===== src/rtl/mult_sched.sv =====
// mult_sched: two-requester scheduler in front of one shared 32x32 multiplier.
// One operation is in flight at a time. Requester 0 (core EX) can be flushed.
// Requester 1 (accelerator) is served round-robin against requester 0.
module mult_sched #(
  parameter int LATENCY = 1
) (
  input  logic        clk,
  input  logic        rst_n,
  input  logic        req0_valid,
  output logic        req0_ready,
  input  logic [1:0]  req0_op,
  input  logic [31:0] req0_a,
  input  logic [31:0] req0_b,
  input  logic        req1_valid,
  output logic        req1_ready,
  input  logic [1:0]  req1_op,
  input  logic [31:0] req1_a,
  input  logic [31:0] req1_b,
  output logic        rsp0_valid,
  input  logic        rsp0_ready,
  output logic [31:0] rsp0_result,
  output logic        rsp1_valid,
  input  logic        rsp1_ready,
  output logic [31:0] rsp1_result,
  input  logic        flush0,
  output logic [31:0] mul_op_a,
  output logic [31:0] mul_op_b,
  output logic        mul_signed_a,
  output logic        mul_signed_b,
  input  logic [63:0] mul_product,
  output logic        busy
);

  typedef enum logic [1:0] {
    IDLE = 2'd0,
    BUSY = 2'd1,
    RESP = 2'd2
  } state_t;

  // Operand signedness {a, b}: MUL and MULH are signed/signed, MULHSU is
  // signed/unsigned, MULHU is unsigned/unsigned.
  function automatic logic [1:0] op_signs(input logic [1:0] op);
    logic [1:0] s;
    case (op)
      2'b00:   s = 2'b11;
      2'b01:   s = 2'b11;
      2'b10:   s = 2'b10;
      2'b11:   s = 2'b00;
      default: s = 2'b00;
    endcase
    return s;
  endfunction

  // MUL returns the low word of the product, every MULH* form the high word.
  function automatic logic [31:0] pick_result(input logic [1:0] op, input logic [63:0] prod);
    logic [31:0] r;
    case (op)
      2'b00:   r = prod[31:0];
      default: r = prod[63:32];
    endcase
    return r;
  endfunction

  state_t      state_r;
  state_t      state_nxt;
  logic [2:0]  cnt_r;
  logic        rr_r;       // port granted most recently; the other wins a tie
  logic        owner_r;    // port that owns the operation in flight
  logic [1:0]  op_r;
  logic [31:0] op_a_r;
  logic [31:0] op_b_r;
  logic        signed_a_r;
  logic        signed_b_r;
  logic [31:0] result_r;

  logic        gnt0;
  logic        gnt1;
  logic        cand0;
  logic        issue;
  logic        flush_own;
  logic        rsp_hs;
  logic [1:0]  sel_op;
  logic [1:0]  sel_signs;

  // Arbitration: grant only in IDLE, flush0 masks requester 0, ties go to the
  // port that was not granted last.
  always_comb begin
    gnt0  = 1'b0;
    gnt1  = 1'b0;
    cand0 = req0_valid & ~flush0;
    if (rst_n && (state_r == IDLE)) begin
      if (cand0 && req1_valid) begin
        if (rr_r) begin
          gnt0 = 1'b1;
        end else begin
          gnt1 = 1'b1;
        end
      end else if (cand0) begin
        gnt0 = 1'b1;
      end else if (req1_valid) begin
        gnt1 = 1'b1;
      end else begin
        gnt0 = 1'b0;
        gnt1 = 1'b0;
      end
    end else begin
      gnt0 = 1'b0;
      gnt1 = 1'b0;
    end
  end

  assign req0_ready = gnt0;
  assign req1_ready = gnt1;
  assign issue      = gnt0 | gnt1;
  assign sel_op     = gnt1 ? req1_op : req0_op;
  assign sel_signs  = op_signs(sel_op);
  assign flush_own  = flush0 & ~owner_r & (state_r != IDLE);
  assign rsp_hs     = (state_r == RESP) & (owner_r ? rsp1_ready : rsp0_ready);

  // Next-state logic; a flush of the owner's operation outranks everything.
  always_comb begin
    state_nxt = state_r;
    case (state_r)
      IDLE: begin
        if (issue) begin
          state_nxt = BUSY;
        end else begin
          state_nxt = IDLE;
        end
      end
      BUSY: begin
        if (flush_own) begin
          state_nxt = IDLE;
        end else if (cnt_r == 3'd0) begin
          state_nxt = RESP;
        end else begin
          state_nxt = BUSY;
        end
      end
      RESP: begin
        if (flush_own || rsp_hs) begin
          state_nxt = IDLE;
        end else begin
          state_nxt = RESP;
        end
      end
      default: state_nxt = IDLE;
    endcase
  end

  // State register.
  always_ff @(posedge clk or negedge rst_n) begin
    if (!rst_n) begin
      state_r <= IDLE;
    end else begin
      state_r <= state_nxt;
    end
  end

  // Operation capture at issue, latency countdown and result capture.
  always_ff @(posedge clk or negedge rst_n) begin
    if (!rst_n) begin
      cnt_r      <= 3'd0;
      rr_r       <= 1'b1;
      owner_r    <= 1'b0;
      op_r       <= 2'b00;
      op_a_r     <= 32'd0;
      op_b_r     <= 32'd0;
      signed_a_r <= 1'b0;
      signed_b_r <= 1'b0;
      result_r   <= 32'd0;
    end else begin
      if (issue) begin
        owner_r    <= gnt1;
        rr_r       <= gnt1;
        op_r       <= sel_op;
        op_a_r     <= gnt1 ? req1_a : req0_a;
        op_b_r     <= gnt1 ? req1_b : req0_b;
        signed_a_r <= sel_signs[1];
        signed_b_r <= sel_signs[0];
        cnt_r      <= 3'(LATENCY - 1);
      end else if ((state_r == BUSY) && !flush_own) begin
        if (cnt_r == 3'd0) begin
          result_r <= pick_result(op_r, mul_product);
        end else begin
          cnt_r <= cnt_r - 3'd1;
        end
      end else if ((state_r != IDLE) && (state_nxt == IDLE)) begin
        result_r <= 32'd0;
      end else begin
        result_r <= result_r;
      end
    end
  end

  assign mul_op_a     = op_a_r;
  assign mul_op_b     = op_b_r;
  assign mul_signed_a = signed_a_r;
  assign mul_signed_b = signed_b_r;
  assign busy         = (state_r != IDLE);
  assign rsp0_valid   = (state_r == RESP) & ~owner_r;
  assign rsp1_valid   = (state_r == RESP) & owner_r;
  assign rsp0_result  = rsp0_valid ? result_r : 32'd0;
  assign rsp1_result  = rsp1_valid ? result_r : 32'd0;

endmodule


===== config.mk =====
export PLATFORM = sky130hd
export DESIGN_NAME = mult_sched
export DESIGN_NICKNAME = d
export VERILOG_FILES = /design/src/rtl/mult_sched.sv
export SDC_FILE = /design/constraint.sdc
export NUM_CORES = 1
export LEC_CHECK = 0
export BUFFER_PORTS_ARGS = -buffer_cell sky130_fd_sc_hd__buf_2
export CORE_AREA = 2 2 130 132
export DETAILED_ROUTE_END_ITERATION = 6
export DIE_AREA = 0 0 132 134
export GPL_TIMING_DRIVEN = 0
export MAX_ROUTING_LAYER = met4
export PLACE_DENSITY = 0.75
export SYNTH_ARGS = -nofsm -noshare
export SYNTH_HDL_FRONTEND = slang
export SYNTH_SLANG_ARGS = --single-unit

===== constraint.sdc =====
create_clock -name clk -period 2.2 [get_ports clk]
set_clock_uncertainty 0.2 [all_clocks]
set_input_delay 0.11 -clock clk [delete_from_list [all_inputs] [get_ports clk]]
set_output_delay 0.11 -clock clk [all_outputs]
set_load 0.02 [all_outputs]

==> summary.txt, run 1 <==
Outcome
  • Status: complete, but fails checks
  • Failing checks: DRC

Place
  • Port buffer count: between 300 and 400
  • HPWL Detailed: ~14000 µm
  • Post-DP Area: just over 7000 µm²
  • Setup WS pre-CTS: -0.4947 ns
  • Placer Congestion: between 0.8 and 0.9
  • Placed cells: approximately 1100

Synth
  • Yosys Warn Count: 0
  • Synth Flop Type: dfrtp_1
  • Synth area leaders: dfrtp_1 (50%), a222oi_1 (12%), and2_1 (7.6%)
  • Post-synthesis cell area: about 5300 µm²
  • Leading area contributor after synthesis: dfrtp_1
  • Synth top cells by count: dfrtp_1 (106), inv_1 (72), nand2_1 (67)
  • Yosys cell types: 35
  • Post-synth EDFFs: 0
  • Mean Syn Cell Area: roughly 10 µm²
  • Top cell type's share of synthesized area: about half
  • Synth Net Count: between 700 and 800
  • Most frequent cell after synthesis: dfrtp_1
  • Asr flop ratio synth: between 90% and 100%
  • Yosys reg bits: roughly 110
  • Mapped Cells: roughly 520
  • Sequential area share after synthesis: ~50%

Global routing
  • Grt ovf: 0
  • First-pass GRT wire length: 35940 µm
  • Aggregate global-route resource usage: approximately a quarter
  • Pin count of the biggest net entering global routing: 61
  • Initial antenna violation count: 1
  • Vias in the first global route: between 6000 and 7000

Flow run
  • Max_cap viols: 0

Clocking
  • Clock-pin transition on the worst setup and hold timing paths: approximately 0.070 ns
  • H-tree Lvls: 3
  • Clk Latency, worst-skew pair: approximately 0.35 ns
  • Clock buffer depth: 2
  • Num CTS Buffers: 9
  • Root Buffer: clkbuf_16
  • Num Clock Sinks: 107
  • TritonCTS clock tree: built

Floorplanning
  • Core Region: 16290 µm²
  • Die width: 132 µm
  • Io pins: approximately 340
  • Initial Util: between 30 and 40%
  • Die Y: between 100 and 150 µm
  • Row count: 47
  • Die area: about 18000 µm²

Power
  • Worst IR Drop VDD: roughly 770 µV
  • Leak: 0.005270 µW
  • PD cells: between 900 and 1000 nW/µm²

Setup path
  • Worst R2R End: mul_op_a[1]$_DFFE_PN0P_
  • Worst r2r path cells: 6
  • Critical path launch point type: flip-flop
  • Req. time, crit path: 1.89 ns
  • Crit path DAT: 1.84 ns
  • Crit. End Element: primary output
  • FF-to-FF Start: state_r[0]$_DFF_PN0_
  • Crit path to: rsp0_result[2]
  • Critical Path Source: state_r[0]$_DFF_PN0_
  • Type of the worst setup path: flip-flop to primary output
  • R2R Setup Slk: about 0.080 ns
  • Crit-path max FO: 10

Min path
  • Hold WC Path Type: input pin to flip-flop

STA
  • Max Slew Vio Count: 0
  • Slew of the pin with the lowest slew margin: ~0.62 ns
  • Max Clk Rate: 465.2 MHz
  • Fin crit share: a little over nine tenths
  • Minimum clock period: around 2.1 ns
  • Relative slew slack: ~58%
  • Fin Hold WS: about 0.045 ns
  • # setup viols final: 0
  • Post-route setup slack: 0.05029 ns
  • Hold Vio Cnt, Final: 0

Drt
  • Post-Route WL: roughly 23000 µm
  • Detailed-route via count: between 6000 and 7000
  • Initial DRC Count: ~550
  • Post-DR vias/cell: just over 5
  • Detailed-router iteration count before antenna repair: 7
  • Antenna-violating nets left: 0
  • Avg WL per Cell: ~18 µm
  • DRC violations left: 2

Layout
  • Share of cells above drive strength 1: 37.15%
  • Design Area, Final: roughly 9700 µm²
  • Non-filler cells, final: 1305
  • Net count, final: around 1300
  • Fin util: about three fifths
  • Area Overhead vs Synth: 84.41%
-- area by class of cell --
cell class	count	area [µm²]
clock buffer	10	229.0
buffer	42	241.5
inverter	72	270.3
fill	1273	6580
tap	220	275.3
multi-input combinational	302	2176
clock inverter	6	50.05
antenna	3	7.507
sequential	107	2683
timing repair buffer	543	3777
-- cells in the final DEF, fill, tap and decap left out, types with 3 or more instances in the layout --
cell type      synthesis  final
nand2_1               67     67
clkbuf_1              25     18
dfrtp_1              106    103
buf_6                  3      7
a211oi_1               3      3
inv_1                 72     72
a21oi_1               33     33
nor2_1                 6      4
dlygate4sd3_1          0    198
diode_2                0      3
and2_1                64     64
a222oi_1              64     64
buf_4                  0     12
mux2_1                30     30
buf_2                 14    344
clkbuf_16              0      9
dfrtp_2                0      3
clkbuf_2               0      4
-- how the worst min path moves through the flow --
stage	startpoint	end	cells after the start
3_3_place_gp	req1_a[20]	mul_op_a[20]$_DFFE_PN0P_	3
6_report	mul_product[54]	result_r[22]$_DFFE_PN0P_	4
5_1_grt	mul_product[54]	result_r[22]$_DFFE_PN0P_	4
4_1_cts	mul_product[56]	result_r[24]$_DFFE_PN0P_	4
2_1_floorplan	rst_n	cnt_r[0]$_DFFE_PN0P_	0
3_5_place_dp	rst_n	result_r[27]$_DFFE_PN0P_	1
-- per-layer routing --
metal	routed length, µm	track usage, %
met4	901	12.86
met2	11890	45.83
met5	0	-
met1	8703	29.27
met3	1925	5.064
-- sequential cells by signal (all words and copies together) (netlist names) --
| register | flops |
|---|---|
| mul_op_b | 32 |
| owner_r | 1 |
| mul_signed_a | 1 |
| cnt_r | 3 |
| result_r | 32 |
| mul_op_a | 32 |
| rr_r | 1 |
| mul_signed_b | 1 |
| state_r | 2 |
| op_r | 2 |
-- stage by stage --
step                total power, µW  TNS (ns)
finish                         9299         0
global route                   9794  -0.01715
CTS                            9074   -0.8582
detailed placement             7147    -36.10
global placement               7045   -226.22
floorplan                      5660         0
-- worst max-delay path, cell delays in order (launching register included) --
cell and delay (ns):
dfrtp_2 0.44, nand2b_2 0.24, nor2_4 0.20, clkbuf_2 0.24, and2_1 0.18, buf_2 0.18
-- where the power goes --
group	switching [µW]	internal, µW	leakage, µW	total [µW]
Sequential	577	2800	0.00136	3380
Combinational	2570	1790	0.00377	4350
Clock	783	784	0.000135	1570
Total	3930	5370	0.00527	9300
-- cell families after synthesis --
| group | count (synthesis) | synth area share [%] |
|---|---|---|
| AOI/OAI and AO/OA | 111 | 17.28 |
| xor gates and xnor gates | 1 | 0.1664 |
| adders and majority gates | 2 | 0.4752 |
| buffers and inverters | 114 | 8.888 |
| DFF | 107 | 50.88 |
| muxes | 33 | 7.034 |
| and+or+nand+nor | 155 | 15.28 |
-- timing repair --
action / CTS / global route
buffers inserted: 1 / 5
hold buffers: 199 / 0
hold endpoints to repair: 150 / 0
resized for setup: 18 / 27
setup endpoints to repair: 138 / 139
pin swaps: 0 / 5
Power figures use the tool's default switching activity.
==> run 2: changes to the inputs <==
--- a/config.mk
+++ b/config.mk
@@ -6,12 +6,13 @@
 export NUM_CORES = 1
 export LEC_CHECK = 0
 export BUFFER_PORTS_ARGS = -buffer_cell sky130_fd_sc_hd__buf_2
-export CORE_AREA = 2 2 130 132
+export CORE_AREA = 2 2 145 112
+export CTS_BUF_LIST = sky130_fd_sc_hd__clkbuf_4 sky130_fd_sc_hd__clkbuf_8 sky130_fd_sc_hd__clkbuf_16
 export DETAILED_ROUTE_END_ITERATION = 6
-export DIE_AREA = 0 0 132 134
+export DIE_AREA = 0 0 147 114
 export GPL_TIMING_DRIVEN = 0
 export MAX_ROUTING_LAYER = met4
-export PLACE_DENSITY = 0.75
+export PLACE_DENSITY = 0.78
 export SYNTH_ARGS = -nofsm -noshare
 export SYNTH_HDL_FRONTEND = slang
 export SYNTH_SLANG_ARGS = --single-unit
==> summary.txt, run 2 (same netlist as run 1, synthesis figures left out) <==
Min path
  • Hold WC Path Type: input pin to flip-flop

STA
  • Relative slew slack: 65.29%
  • Max Clk Rate: between 400 and 500 MHz
  • Fin crit share: a little over nine tenths
  • Max Slew Vio Count: 0
  • Hold Vio Cnt, Final: 0
  • # setup viols final: 0
  • Minimum clock period: between 2 and 2.5 ns
  • Slew of the pin with the lowest slew margin: around 0.52 ns
  • Fin Hold WS: approximately 0.099 ns

Setup path
  • Worst r2r path cells: 5
  • Critical path launch point type: flip-flop
  • CP Cell Sequence: inv_1, a211oi_1, o221ai_4, buf_6, mux2_1
  • CP peak stage delay: between 0.4 and 0.5 ns
  • CP Buf/Inv Count: 2
  • Crit path DAT: around 2.2 ns
  • CP delay by family, top: compound AO/OA/AOI/OAI gates
  • Crit path to: result_r[7]$_DFFE_PN0P_
  • Req. time, crit path: around 2.2 ns
  • Type of the worst setup path: flip-flop to flip-flop
  • Crit. End Element: flip-flop
  • Crit-path max FO: 10
  • R2R Setup Slk: 0.07 ns
  • Slowest-stage cell, CP: dfrtp_1
  • FF-to-FF Start: state_r[1]$_DFF_PN0_
  • CP Depth: 5
  • Worst R2R End: result_r[7]$_DFFE_PN0P_
  • Critical Path Source: state_r[1]$_DFF_PN0_

Clocking
  • Root Buffer: clkbuf_16
  • Clk Latency, worst-skew pair: between 0.3 and 0.4 ns
  • Clock buffer depth: 2
  • H-tree Lvls: 3
  • Num Clock Sinks: ~110
  • Num CTS Buffers: 9
  • Clock-pin transition on the worst setup and hold timing paths: 0.07 ns
  • TritonCTS clock tree: built

Floorplanning
  • Die Y: ~110 µm
  • Io pins: 338
  • Row count: 40
  • Core Region: about 16000 µm²
  • Die width: 147 µm
  • Initial Util: 33.94%
  • Die area: between 15000 and 20000 µm²

Place
  • Port buffer count: around 340
  • Placer Congestion: between 0.8 and 0.9
  • HPWL Detailed: around 15000 µm

Global routing
  • Aggregate global-route resource usage: 30.41%
  • Vias in the first global route: just over 7000
  • Pin count of the biggest net entering global routing: 47
  • Initial antenna violation count: 1
  • First-pass GRT wire length: 38330 µm
  • Grt ovf: 0

Power
  • Worst IR Drop VDD: about 680 µV
  • PD cells: about 950 nW/µm²
  • Leak: 0.005371 µW

Layout
  • Commonest non-fill, non-tap cells in the layout: buf_2 (345), dlygate4sd3_1 (202), dfrtp_1 (105)
  • Fin util: roughly 64%
  • Area Overhead vs Synth: 87.88%
  • Most common cell after layout, fill and taps aside: buf_2
  • Share of cells above drive strength 1: a little under two fifths
  • Net count, final: 1293

Drt
  • Post-DR vias/cell: 5.206
  • DRC violations left: 13
  • Antenna-violating nets left: 0
  • Detailed-route via count: 6789
  • Initial DRC Count: 729
  • Avg WL per Cell: 19.49 µm
  • Detailed-router iteration count before antenna repair: 7
  • Post-Route WL: around 25000 µm

Outcome
  • Status: complete, but fails checks
  • Failing checks: DRC

Flow run
  • Max_cap viols: 0
[run 2: cell count changes in the layout (fill, tap and decap cells not counted), moves of 2 or more]
cell           change
buf_16             +3
clkbuf_2           -2
clkbuf_4           +4
clkinv_2           +2
clkinv_4           -2
dfrtp_1            +2
dfrtp_2            -2
diode_2            -2
dlygate4sd3_1      +4
[run 2: worst register-to-register path, delay by kind of cell (launching register included)]
family	cells	cell delay [ns]
AO/OA/AOI/OAI	2	0.70
buffers and inverters	2	0.33
flip-flops	1	0.45
multiplexers	1	0.33
[run 2: area by class of cell]
type                       count  area (µm²)
inverter                      72       270.3
buffer                        42       244.0
timing repair buffer         554        3975
tap                          210       262.8
sequential                   107        2680
fill                        1126        5623
antenna                        1       2.502
multi-input combinational    302        2183
clock inverter                 6       41.29
clock buffer                  10       232.7
[run 2: how the worst min path moves through the flow]
| stage | slack, ns | start | cells past startpoint | to |
|---|---|---|---|---|
| after floorplan | -0.39 | rst_n | 0 | cnt_r[0]$_DFFE_PN0P_ |
| after global placement | 0.12 | req1_a[29] | 3 | mul_op_a[29]$_DFFE_PN0P_ |
| after detailed placement | -0.04 | rst_n | 1 | result_r[28]$_DFFE_PN0P_ |
| after CTS | 0.02 | mul_product[32] | 4 | result_r[0]$_DFFE_PN0P_ |
| after global routing | 0.08 | mul_product[32] | 4 | result_r[0]$_DFFE_PN0P_ |
| final | 0.1 | mul_product[32] | 4 | result_r[0]$_DFFE_PN0P_ |
[run 2: what timing repair did]
action,CTS,global route
setup endpoints to repair,167,156
gates cloned,1,0
pin swaps,1,5
setup buffers,2,6
endpoints found under the hold margin,208,0
hold buffers,207,0
gates resized for setup,23,23
[run 2: metal layers]
metal	wire length, µm	GRT usage (%)	up-vias
met5	0	-	-
met1	9132	32.70	3270
li1	-	-	2963
met4	945	13.59	0
met2	12890	52.61	465
met3	2442	8.920	91
[run 2: metrics by stage]
step / area, µm² / setup TNS, ns / instances / setup slack, ns / total power [µW]
2_1_floorplan: 5265 / 0 / 523 / 0.2888 / 5660
5_1_grt: 9892 / -0.001074 / 1304 / -0.001005 / 9946
3_3_place_gp: 7214 / -248.60 / 1070 / -2.047 / 7085
4_1_cts: 9792 / -0.2691 / 1297 / -0.06613 / 9173
3_5_place_dp: 7244 / -75.65 / 1071 / -0.8987 / 7208
6_report: 9892 / 0 / 1304 / 0.06986 / 9445
[run 2: where the power goes]
| part | internal (µW) | switching, µW |
|---|---|---|
| Sequential | 2800 | 609 |
| Combinational | 1820 | 2660 |
| Clock | 784 | 766 |
| Total | 5400 | 4040 |
==> run 3: changes to the inputs <==
--- a/config.mk
+++ b/config.mk
@@ -13,6 +13,7 @@
 export GPL_TIMING_DRIVEN = 0
 export MAX_ROUTING_LAYER = met4
 export PLACE_DENSITY = 0.78
+export RECOVER_POWER = 50
 export SYNTH_ARGS = -nofsm -noshare
 export SYNTH_HDL_FRONTEND = slang
 export SYNTH_SLANG_ARGS = --single-unit
==> summary.txt, run 3 (same netlist as run 1, synthesis figures left out) <==
Floorplanning
  • Row count: 40
  • Die area: approximately 17000 µm²
  • Core Region: between 15000 and 20000 µm²
  • Io pins: about 340
  • Initial Util: ~34%
  • Die width: roughly 150 µm
  • Die Y: approximately 110 µm

Layout
  • Non-filler cells, final: approximately 1300
  • Commonest non-fill, non-tap cells in the layout: buf_2 (280), dlygate4sd3_1 (202), dfrtp_1 (105)
  • Most common cell after layout, fill and taps aside: buf_2
  • Net count, final: between 1000 and 1500
  • Share of cells above drive strength 1: between 30% and 40%
  • Area Overhead vs Synth: 84.24%

Setup path
  • Critical path launch point type: flip-flop
  • Worst R2R End: result_r[7]$_DFFE_PN0P_
  • Type of the worst setup path: flip-flop to primary output
  • CP Buf/Inv Count: 2
  • FF-to-FF Start: state_r[1]$_DFF_PN0_
  • Crit path DAT: around 1.8 ns
  • CP dominant cell by count: buf_2
  • Crit-path max FO: 10
  • CP delay by family, top: simple AND/OR/NAND/NOR gates
  • CP Cell Sequence: nand2b_2, nor2_4, buf_2, and2_1, buf_2
  • Req. time, crit path: 1.89 ns
  • Slowest-stage cell, CP: dfrtp_2
  • R2R Setup Slk: between 0.07 and 0.08 ns
  • Crit. End Element: primary output
  • CP peak stage delay: between 0.4 and 0.5 ns
  • Worst r2r path cells: 5

Global routing
  • Grt ovf: 0
  • Pin count of the biggest net entering global routing: between 40 and 50
  • First-pass GRT wire length: between 30000 and 40000 µm
  • Aggregate global-route resource usage: a little under a third
  • Vias in the first global route: 7199
  • Initial antenna violation count: 1

Place
  • Placer Congestion: about 0.89
  • Port buffer count: ~340
  • HPWL Detailed: approximately 15000 µm
  • Setup WS pre-CTS: -0.8987 ns
  • Placed cells: between 1000 and 1500

Drt
  • Detailed-route via count: ~6800
  • Avg WL per Cell: a little under 20 µm
  • Metal3 WL: 2319 µm
  • Antenna-violating nets left: 0
  • DRC violations left: 22
  • Detailed-router iteration count before antenna repair: 7
  • Post-Route WL: between 20000 and 30000 µm
  • Post-DR vias/cell: 5.215
  • M1 wire length: slightly above 9000 µm
  • Initial DRC Count: 734
  • Highest Signal Layer: met4
  • Routed wl met2: 12780 µm

Power
  • Logic pwr share: a little under half
  • Sequential power share: between 30% and 40%
  • Leak: slightly above 0.005 µW
  • Worst IR Drop VDD: between 600 and 700 µV
  • Switching share of power: between 40% and 50%
  • PD cells: roughly 960 nW/µm²
  • Internal Power: roughly 5200 µW
  • Power share of the clock group: between 10% and 20%
  • P_sw: ~4100 µW

STA
  • Max Clk Rate: roughly 470 MHz
  • # setup viols final: 0
  • Slew of the pin with the lowest slew margin: around 0.87 ns
  • Fin crit share: between 90 and 100%
  • Max Slew Vio Count: 0
  • Post-route setup slack: approximately 0.076 ns
  • Hold Vio Cnt, Final: 0
  • Minimum clock period: 2.124 ns
  • Relative slew slack: between 40% and 50%

Clocking
  • Num Clock Sinks: around 110
  • Clk Latency, worst-skew pair: 0.35 ns
  • Root Buffer: clkbuf_16
  • H-tree Lvls: 3
  • Clock buffer depth: 2
  • Clock-pin transition on the worst setup and hold timing paths: 0.07 ns
  • TritonCTS clock tree: built
  • Num CTS Buffers: 9

Min path
  • Hold path cells: 4
  • Hold WC Path Type: input pin to flip-flop
  • Hold_sp: mul_product[32]
  • Hold Path Sink: result_r[0]$_DFFE_PN0P_

Outcome
  • Failing checks: DRC
  • Status: complete, but fails checks

Flow run
  • Max_cap viols: 0
run 3: cell types whose count changed in the layout (fill, tap and decap cells not counted):
cell	delta
buf_2	-65
clkbuf_1	+67
bufbuf_16	-1
clkbuf_2	+2
buf_12	-1
buf_16	-3
clkbuf_4	+1
run 3: how the worst max path moves through the flow:
stage | startpoint | end | slack (ns) | cells after the start
CTS | state_r[0]$_DFF_PN0_ | req1_ready | -0.07 | 5
floorplan | cnt_r[0]$_DFFE_PN0P_ | result_r[10]$_DFFE_PN0P_ | 0.29 | 6
global placement | rst_n | op_r[0]$_DFFE_PN0P_ | -2.05 | 6
finish | state_r[0]$_DFF_PN0_ | rsp0_result[21] | 0.08 | 5
global route | state_r[0]$_DFF_PN0_ | rsp0_result[21] | -0.001 | 5
detailed placement | rst_n | op_r[0]$_DFFE_PN0P_ | -0.90 | 7
run 3: stage by stage:
step	total power [µW]	utilization [%]	hold WS (ns)	cell area [µm²]	setup TNS, ns
after floorplan	5660	-	-0.3856	5265	0
after global placement	7085	46.50	0.1221	7214	-248.60
after detailed placement	7208	46.69	-0.03834	7244	-75.65
after CTS	9173	63.11	0.02118	9792	-0.2691
after global routing	9757	62.52	0.08169	9701	-0.001074
final	9268	62.52	0.09509	9701	0
run 3: timing repair:
| item | 4_1_cts | 5_1_grt |
|---|---|---|
| resized for setup | 23 | 23 |
| gates cloned | 1 | 0 |
| pin swaps | 1 | 5 |
| hold buffers | 207 | 0 |
| setup endpoints to repair | 167 | 156 |
| setup buffers | 2 | 6 |
| hold endpoints to repair | 208 | 0 |
run 3: power by group through the flow:
stage,logic [µW],registers (µW),clock network (µW)
6_report,4290,3420,1550
5_1_grt,4600,3490,1670
4_1_cts,4250,3340,1580
3_5_place_dp,3870,3340,0
3_3_place_gp,3780,3310,0
2_1_floorplan,1680,3980,0
run 3: routing by layer:
metal / track usage [%] / up-vias
met5: - / -
met4: 13.59 / 0
met3: 8.920 / 96
met2: 52.61 / 469
met1: 32.70 / 3271
li1: - / 2965
run 3: worst min-delay path, cell delays in order:
cell	delay [ns]
buf_2	0.10
nand2_1	0.07
a21oi_1	0.17
mux2_2	0.16
run 3: final cells by class:
class                           count  area (µm²)
Fill cell                        1186        5814
Antenna cell                        1       2.502
Inverter                           72       270.3
Tap cell                          210       262.8
Multi-Input combinational cell    302        2183
Sequential cell                   107        2680
Timing Repair Buffer              554        3784
Clock inverter                      6       41.29
Clock buffer                       10       232.7
Buffer                             42       244.0
